`src/rtl/vram_write_port.sv`:
```
// vram_write_port
// CPU-side access port for the six 8-bit video RAM planes (fg1..3, bg1..3).
// Memory writes in the VRAM window are queued in a small FIFO. The FIFO is
// drained into the plane RAMs only in cycles the display generator does not
// own. Reads come from one selected plane. A read first drains all queued
// writes, so it always sees earlier writes.
//
// Ports
//   clk, reset      system clock, asynchronous active-high reset
//   cpu_addr        CPU address (also carries the I/O port number in [7:0])
//   cpu_dout        CPU write data
//   mem_wr, mem_rd  single-cycle memory write / read strobes
//   io_wr           single-cycle I/O write strobe (F1h = rbank, F2h = wmask)
//   cpu_din         read data, qualified by cpu_rd_valid
//   cpu_rd_valid    one-cycle read-data pulse
//   cpu_wait        CPU must hold off new strobes while high
//   vdp_busy        display generator owns the VRAM port next cycle
//   vram_addr       plane address (cpu_addr - BASE)
//   vram_wdata      plane write data
//   vram_we         per-plane write enables, bit0..2 fg1..3, bit3..5 bg1..3
//   vram_re         read strobe
//   vram_rdata      all six planes, plane i on [8i+7:8i], valid after vram_re
module vram_write_port #(
    parameter int          FIFO_DEPTH = 4,
    parameter logic [15:0] BASE       = 16'hEC00
) (
    input  logic        clk,
    input  logic        reset,
    input  logic [15:0] cpu_addr,
    input  logic [7:0]  cpu_dout,
    input  logic        mem_wr,
    input  logic        mem_rd,
    input  logic        io_wr,
    output logic [7:0]  cpu_din,
    output logic        cpu_rd_valid,
    output logic        cpu_wait,
    input  logic        vdp_busy,
    output logic [12:0] vram_addr,
    output logic [7:0]  vram_wdata,
    output logic [5:0]  vram_we,
    output logic        vram_re,
    input  logic [47:0] vram_rdata
);

    localparam int AW = $clog2(FIFO_DEPTH);
    localparam int CW = AW + 1;
    localparam logic [CW-1:0] DEPTH_C = CW'(FIFO_DEPTH);

    typedef struct packed {
        logic [12:0] addr;
        logic [7:0]  data;
        logic [5:0]  mask;
    } wr_entry_t;

    typedef enum logic [1:0] {
        IDLE     = 2'd0,
        RD_DRAIN = 2'd1,
        RD_ISSUE = 2'd2,
        RD_DATA  = 2'd3
    } rd_state_t;

    // state
    rd_state_t   state_q, state_d;
    logic [5:0]  wmask_q, wmask_d;
    logic [2:0]  rbank_q, rbank_d;
    logic [AW-1:0] wr_ptr_q, wr_ptr_d, rd_ptr_q, rd_ptr_d;
    logic [CW-1:0] count_q, count_d;
    logic        pend_vld_q, pend_vld_d;
    wr_entry_t   pend_q, pend_d;
    logic [12:0] rd_addr_q, rd_addr_d;
    wr_entry_t   fifo_q [FIFO_DEPTH];

    // registered outputs
    logic [7:0]  cpu_din_q, cpu_din_d;
    logic        cpu_rd_valid_q, cpu_rd_valid_d;
    logic        cpu_wait_q, cpu_wait_d;
    logic [12:0] vram_addr_q, vram_addr_d;
    logic [7:0]  vram_wdata_q, vram_wdata_d;
    logic [5:0]  vram_we_q, vram_we_d;
    logic        vram_re_q, vram_re_d;

    // decode
    logic        in_win, wr_hit, rd_hit;
    logic [12:0] addr13;
    wr_entry_t   new_entry, push_entry, head;
    logic        pop, push, room, drained;
    logic [7:0]  rd_byte;

    assign in_win = (cpu_addr >= BASE);
    // The window is under 8K, so the low 13 bits of the difference are exact.
    assign addr13 = cpu_addr[12:0] - BASE[12:0];
    // Uses the wmask value from before this edge, so a same-cycle F2h write
    // only affects later stores.
    assign wr_hit = mem_wr && in_win && (wmask_q != 6'd0);
    assign rd_hit = mem_rd && in_win;

    assign new_entry  = '{addr: addr13, data: cpu_dout, mask: wmask_q};
    assign head       = fifo_q[rd_ptr_q];
    // The pending entry is older than any new strobe, so it goes first.
    assign push_entry = pend_vld_q ? pend_q : new_entry;

    assign pop     = (count_q != '0) && !vdp_busy && (state_q != RD_ISSUE);
    assign room    = (count_q != DEPTH_C) || pop;
    assign push    = (pend_vld_q || wr_hit) && room;
    assign drained = (count_q == '0) && !pend_vld_q;

    always_comb begin
        rd_byte = 8'hFF;
        case (rbank_q)
            3'd1: rd_byte = vram_rdata[7:0];
            3'd2: rd_byte = vram_rdata[15:8];
            3'd3: rd_byte = vram_rdata[23:16];
            3'd4: rd_byte = vram_rdata[31:24];
            3'd5: rd_byte = vram_rdata[39:32];
            3'd6: rd_byte = vram_rdata[47:40];
            default: rd_byte = 8'hFF;
        endcase
    end

    always_comb begin
        wmask_d        = wmask_q;
        rbank_d        = rbank_q;
        wr_ptr_d       = wr_ptr_q;
        rd_ptr_d       = rd_ptr_q;
        count_d        = count_q;
        pend_vld_d     = pend_vld_q;
        pend_d         = pend_q;
        state_d        = state_q;
        rd_addr_d      = rd_addr_q;
        cpu_din_d      = cpu_din_q;
        cpu_rd_valid_d = 1'b0;
        vram_addr_d    = vram_addr_q;
        vram_wdata_d   = vram_wdata_q;
        vram_we_d      = 6'd0;
        vram_re_d      = 1'b0;

        if (io_wr && cpu_addr[7:0] == 8'hF2) wmask_d = cpu_dout[5:0];
        if (io_wr && cpu_addr[7:0] == 8'hF1) rbank_d = cpu_dout[2:0];

        // write buffer
        if (push) wr_ptr_d = wr_ptr_q + AW'(1);
        if (pop) begin
            rd_ptr_d     = rd_ptr_q + AW'(1);
            vram_we_d    = head.mask;
            vram_addr_d  = head.addr;
            vram_wdata_d = head.data;
        end
        case ({push, pop})
            2'b10:   count_d = count_q + CW'(1);
            2'b01:   count_d = count_q - CW'(1);
            default: count_d = count_q;
        endcase

        // A pending entry leaves as soon as there is room. A write with no
        // room and no pending entry parks in the pending slot. A strobe that
        // arrives while the slot is already full breaks the wait protocol
        // and is dropped.
        if (pend_vld_q) begin
            pend_vld_d = !room;
        end else if (wr_hit && !room) begin
            pend_vld_d = 1'b1;
            pend_d     = new_entry;
        end

        // read sequencer
        case (state_q)
            IDLE: begin
                if (rd_hit) begin
                    state_d   = RD_DRAIN;
                    rd_addr_d = addr13;
                end
            end
            RD_DRAIN: begin
                // Once drained, issue right away when the port is free.
                // RD_ISSUE is only entered while the display owns the port.
                if (drained) begin
                    if (!vdp_busy) begin
                        vram_re_d   = 1'b1;
                        vram_addr_d = rd_addr_q;
                        state_d     = RD_DATA;
                    end else begin
                        state_d = RD_ISSUE;
                    end
                end
            end
            RD_ISSUE: begin
                if (!vdp_busy) begin
                    vram_re_d   = 1'b1;
                    vram_addr_d = rd_addr_q;
                    state_d     = RD_DATA;
                end
            end
            RD_DATA: begin
                // First cycle: vram_re is out. Second cycle: the data is valid.
                if (!vram_re_q) begin
                    cpu_din_d      = rd_byte;
                    cpu_rd_valid_d = 1'b1;
                    state_d        = IDLE;
                end
            end
            default: state_d = IDLE;
        endcase

        cpu_wait_d = pend_vld_d || (state_d != IDLE);
    end

    always_ff @(posedge clk or posedge reset) begin
        if (reset) begin
            state_q        <= IDLE;
            wmask_q        <= '0;
            rbank_q        <= '0;
            wr_ptr_q       <= '0;
            rd_ptr_q       <= '0;
            count_q        <= '0;
            pend_vld_q     <= 1'b0;
            pend_q         <= '0;
            rd_addr_q      <= '0;
            cpu_din_q      <= '0;
            cpu_rd_valid_q <= 1'b0;
            cpu_wait_q     <= 1'b0;
            vram_addr_q    <= '0;
            vram_wdata_q   <= '0;
            vram_we_q      <= '0;
            vram_re_q      <= 1'b0;
        end else begin
            state_q        <= state_d;
            wmask_q        <= wmask_d;
            rbank_q        <= rbank_d;
            wr_ptr_q       <= wr_ptr_d;
            rd_ptr_q       <= rd_ptr_d;
            count_q        <= count_d;
            pend_vld_q     <= pend_vld_d;
            pend_q         <= pend_d;
            rd_addr_q      <= rd_addr_d;
            cpu_din_q      <= cpu_din_d;
            cpu_rd_valid_q <= cpu_rd_valid_d;
            cpu_wait_q     <= cpu_wait_d;
            vram_addr_q    <= vram_addr_d;
            vram_wdata_q   <= vram_wdata_d;
            vram_we_q      <= vram_we_d;
            vram_re_q      <= vram_re_d;
        end
    end

    // Storage is not reset. Resetting the pointers and count empties the FIFO.
    always_ff @(posedge clk) begin
        if (push) fifo_q[wr_ptr_q] <= push_entry;
    end

    assign cpu_din      = cpu_din_q;
    assign cpu_rd_valid = cpu_rd_valid_q;
    assign cpu_wait     = cpu_wait_q;
    assign vram_addr    = vram_addr_q;
    assign vram_wdata   = vram_wdata_q;
    assign vram_we      = vram_we_q;
    assign vram_re      = vram_re_q;

endmodule
```
`config.mk`:
```
export PLATFORM = sky130hd
export DESIGN_NAME = vram_write_port
export DESIGN_NICKNAME = d
export VERILOG_FILES = /design/src/rtl/vram_write_port.sv
export SDC_FILE = /design/constraint.sdc
export NUM_CORES = 1
export LEC_CHECK = 0
export ABC_AREA = 1
export CAP_MARGIN = 5
export CORE_UTILIZATION = 50
export CTS_CLUSTER_SIZE = 10
export DETAILED_ROUTE_END_ITERATION = 6
export GPL_TIMING_DRIVEN = 0
export PLACE_DENSITY = 0.76
export SYNTH_ARGS = -nofsm -noshare
export SYNTH_HDL_FRONTEND = slang
export SYNTH_SLANG_ARGS = --single-unit
```
`constraint.sdc`:
```
create_clock -name clk -period 2.6 [get_ports clk]
set_input_delay 0.26 -clock clk [delete_from_list [all_inputs] [get_ports clk]]
set_output_delay 0.26 -clock clk [all_outputs]
set_load 0.01 [all_outputs]
```
## After elaboration in Yosys (flattened, before gate mapping)

Memory sizes are Yosys's and may differ from the RTL's.
Cells that the tools add are included.
W data, S select, Z words.

- Divide/modulo/power cells: 0
- Multiplexer cells: 23
- Reduce and logical (&&, ||, !) cells: 25
- Eq/ne operators: 15
- Order comparisons: 1
- Bitwise logic cells: 2
- Shift operators: 0
- Add/subtract/negate cells: 5
- $mul: 0

Operator list:

| operator | number |
|---|---|
| $pmux W8 S6 | 1 |
| $mux W13 | 3 |
| $mux W27 | 1 |
| $pmux W13 S2 | 1 |
| $eq A8 B8 Y1 const B | 2 |
| $ge A16 B16 Y1 const B | 1 |
| $sub A13 B12 Y13 const B | 1 |
| $logic_and A1 B1 Y1 | 10 |
| $eq A3 B3 Y1 const B | 3 |
| $mux W1 | 9 |
| $mux W2 | 4 |
| $pmux W2 S4 | 1 |
| $eq A2 B2 Y1 const B | 3 |
| $eq A3 B2 Y1 const B | 2 |
| $mux W6 | 1 |
| $pmux W3 S2 | 1 |
| $reduce_and A2 Y1 | 3 |
| $reduce_bool A6 Y1 | 1 |
| $add A2 B1 Y2 const B | 2 |
| $eq A2 B1 Y1 const B | 2 |
| $reduce_bool A2 Y1 | 2 |
| $add A3 B1 Y3 const B | 1 |
| $eq A3 B1 Y1 const B | 1 |
| $logic_not A1 Y1 | 3 |
| other kinds (9) | 12 |

- Memory bits (writable): 108
- Memories kept: 1
- Bits in read-only memories: 0
- Register bits: 97
- Latch bits: 0
- Output and inout port bits: 38

Memories:

| name | words | bits a word | rd ports | clocked after Yosys merged registers in | wr ports | line | text |
|---|---|---|---|---|---|---|---|
| fifo_q | 4 | 27 | 1 | 0 | 1 | 71 | `wr_entry_t fifo_q [FIFO_DEPTH];` |

## Depth between registers and ports, before layout

- Depth after elaboration: 9
- Depth in mapped cells: 13

## Worst setup path after synthesis

OpenSTA, ideal clock, no wires.

- Path kind: reg-to-reg
- Start: register state_q[0]
- End: memory fifo_q[0][0] (netlist name) (enable)
- Data required time: 2189 ps
- Setup time: 411 ps
- Slack: -143 ps
- Arrival: 2332 ps
- Stages on the path, launching flop included: 8
- Clock period less this slack: 2743 ps
- Path through: dfrtp_1 > inv_1 > ha_1 > nor2_1 > inv_2 > nand3_1 > nand2_1 > nor2_1

- Cells in the longest elaborated chain, start to end: 6

Ends and longest elaborated chain:

| what | line | text |
|---|---|---|
| start: declaration | 63 | `rd_state_t state_q, state_d;` |
| start signal: assignment | 226 | `state_q <= state_d;` |
| $ne A2 B2 Y1 | 102 | `assign pop = (count_q != '0) && !vdp_busy && (state_q != RD_ISSUE);` |
| $logic_and A1 B1 Y1 | 102 |  |
| $logic_or A1 B1 Y1 | 103 | `assign room = (count_q != DEPTH_C) \|\| pop;` |
| $logic_and A1 B1 Y1 | 104 | `assign push = (pend_vld_q \|\| wr_hit) && room;` |
| $mux W1 | 247 | `if (push) fifo_q[wr_ptr_q] <= push_entry;` |
| $mux W1 (not written as such) | 247 |  |
| end: declaration | 71 |  |

No other way between the ends.

## Worst setup path in the final report

- Start: input cpu_addr[10]
- End: memory fifo_q[1][3] (netlist name) (enable)

- Cells in the longest elaborated chain, start to end: 7

Ends and longest elaborated chain:

| what | line | text |
|---|---|---|
| start: declaration | 29 | `input logic [15:0] cpu_addr,` |
| $ge A16 B16 Y1 | 89 | `assign in_win = (cpu_addr >= BASE);` |
| $logic_and A1 B1 Y1 (2 in series) | 94 | `assign wr_hit = mem_wr && in_win && (wmask_q != 6'd0);` |
| $logic_or A1 B1 Y1 | 104 |  |
| $logic_and A1 B1 Y1 | 104 |  |
| $mux W1 | 247 |  |
| $mux W1 (not written as such) | 247 |  |

No other way between the ends.

==> qor.yml <==
synth_fp_nets: 966
clockBufferDepth: 3
vias_per_cell: 5.39
drive_gt1_frac: 0.0849
min_period_ns: 2.46
drc_errors: 0
rows: 48
leakagePower_uw: 0.00447
cts_max_level: 1
antenna_found_initial: 0
finalNetCount: 1109
start_util: 0.511
wirelength_um: 21100
syn_inst: 877
fin_hold_ws_ns: 0.163
grt_pass1_vias: 6695
ys_seq_elements: 205
synth_area_per_cell_um2: 10.1
n_fill_cell: 1377
setup-violations-final: 0
min_path_type: "primary input to async pin"
cts_buffers: 24
portBuffers: 115
first_pass_iters: 6
hpwl_um: 14000
synth_area_um2: 8840
vias: 6802
clkLatencyLatePin_ns: 0.50
worst_slew_pin_slew_ns: 0.950
antennaDiodeCount: 0
die_x_um: 135
ys_seq_area_frac: 0.642
fmax_mhz: 407
final_hold_viol_count: 0
core_area_um2: 17300
worstPathRequired_ns: 2.72
outcome: "complete, no violations"
slew_viol_final: 0
clk_pin_slew_ns: 0.05
worstSetupStartpointType: "primary input"
crit_path_end_kind: "register"
crit_fanout: 27
fp.dieArea_um2: 18200
cp.arrival_ns: 2.58
ir_drop_v: 0.000671
criticalPathCategory: "primary input to register"
areaGrowthSynthToFinish_pct: 25.0
die_y_um: 135
rsz0062_at_grt: "false"
grtUsageTotal: 0.241
antenna_left: 0
power_density_nw_per_um2: 950
skew_ns: 0.00709
layout_commonest_cell: "nand2_1"
overflow: 0
io_pins: 116
drtIter0Drc: 541
ys.flop_type: "edfxtp_1"
routabilityCongestion: 0.822
clock-sinks: 205
wire_per_inst_um: 16.8
grt_max_degree: 41
hold_buffers: 0
finish.utilization: 0.639
grt_pass1_wl_um: 33900
cts_tree: "yes"
synth.distinct_cells: 36
synth_edf_count: 108
async_flop_share: 0.473
fin_crit_sh: 0.945
relSlewSlack: 0.365
max_cap_viol_count: 0
root_buffer: "clkbuf_16"
yosys_warnings: 0
final_cell_mix: "166 x nand2_1, 115 x clkdlybuf4s50_1, 108 x edfxtp_1"
## registers in the layout (all words and copies together) (netlist names), 2 cells and up
signal and count:
rd_addr_q 13, fifo_q 108, wmask_q 6, rd_ptr_q 2, pend_q 27, vram_addr 13
state_q 2, cpu_din 8, rbank_q 3, vram_we 6, wr_ptr_q 2, vram_wdata 8
count_q 3
## routing by layer
metal	routed length [um]	track usage
met5	0	0
met4	457	0.0861
met3	1710	0.0360
met2	10400	0.403
met1	8590	0.321
## where the power goes
group	leakage (uW)	total (uW)	switching (uW)	internal, uW
sequential	0.00218	4170	253	3920
clock	0.000331	2990	1220	1780
combinational	0.00196	3330	1950	1380
## through the flow
step           area [um2]  setup WS (ns)  instances  setup TNS (ns)  power, uW
2_1_floorplan        8840         -0.143        877          -15.45       6140
3_3_place_gp        10300          -1.69       1217         -177.88       7390
4_1_cts             11000         0.0587       1261               0      10500
3_5_place_dp        10300         -0.622       1219          -66.13       7520
5_1_grt             11100        0.00437       1261               0      11100
6_report            11100          0.143       1261               0      10500
## repair_timing
item | CTS | global route
pin swaps | 0 | 3
endpoints found under the hold margin | 0 | 0
gates resized for setup | 1 | 3
setup endpoints to repair | 108 | 108
buffers inserted | 0 | 0
## cell usage after synthesis, drive strengths merged (3+ instances only)
cell    number  area (um2)
nor3         7        35.0
a31oi        8        50.1
ha          10         125
nand2      169         639
nand4        6        37.5
xor2         3        26.3
inv        101         379
a21oi       42         210
clkbuf       8        30.0
nor2        97         384
o211ai      14         110
o22ai        8        50.1
buf         28         151
o21ai      145         767
edfxtp     108        3240
nand3       18        95.1
dfrtp       97        2430
## final cells by class
class,instances,area (um2),area share
Buffer,36,181,0.0164
Clock buffer,41,686,0.0620
Clock inverter,1,6.26,0.000566
Inverter,102,387,0.0350
Multi-Input combinational cell,534,2650,0.240
Sequential cell,205,5670,0.513
Tap cell,225,282,0.0255
Timing Repair Buffer,117,1190,0.108
## path summary, 6_finish.rpt
path,startpoint,end,slack [ns],cells past startpoint
max in group asynchronous,reset,vram_we[4],1.84,3
hold / removal,reset,cpu_din[1],0.16,2
setup / recovery,cpu_addr[10],fifo_q[1][3],0.14,8
min in group clk,cpu_addr[4],rd_addr_q[4],0.35,3
setup reg to reg,state_q[0],fifo_q[1][3],0.20,7
hold reg to reg,pend_q[19],pend_q[19],0.49,2
## critical path, stage by stage
cell,delay (ns)
clkdlybuf4s50_1,0.55
ha_1,0.20
nor2_1,0.08
nor2_2,0.17
nand3_1,0.16
nand2_1,0.23
nand2_4,0.16
nor2_4,0.77
## cell families after synthesis
group	Yosys count	share of synthesized area
and+or+nand+nor	300	0.138
AOI/OAI and AO/OA	219	0.136
DFF	205	0.642
buffers and inverters	138	0.0639
adders and majority gates	11	0.0164
xor gates and xnor gates	3	0.00297
muxes	1	0.00113
No activity file was read; power rests on OpenSTA's default activity.
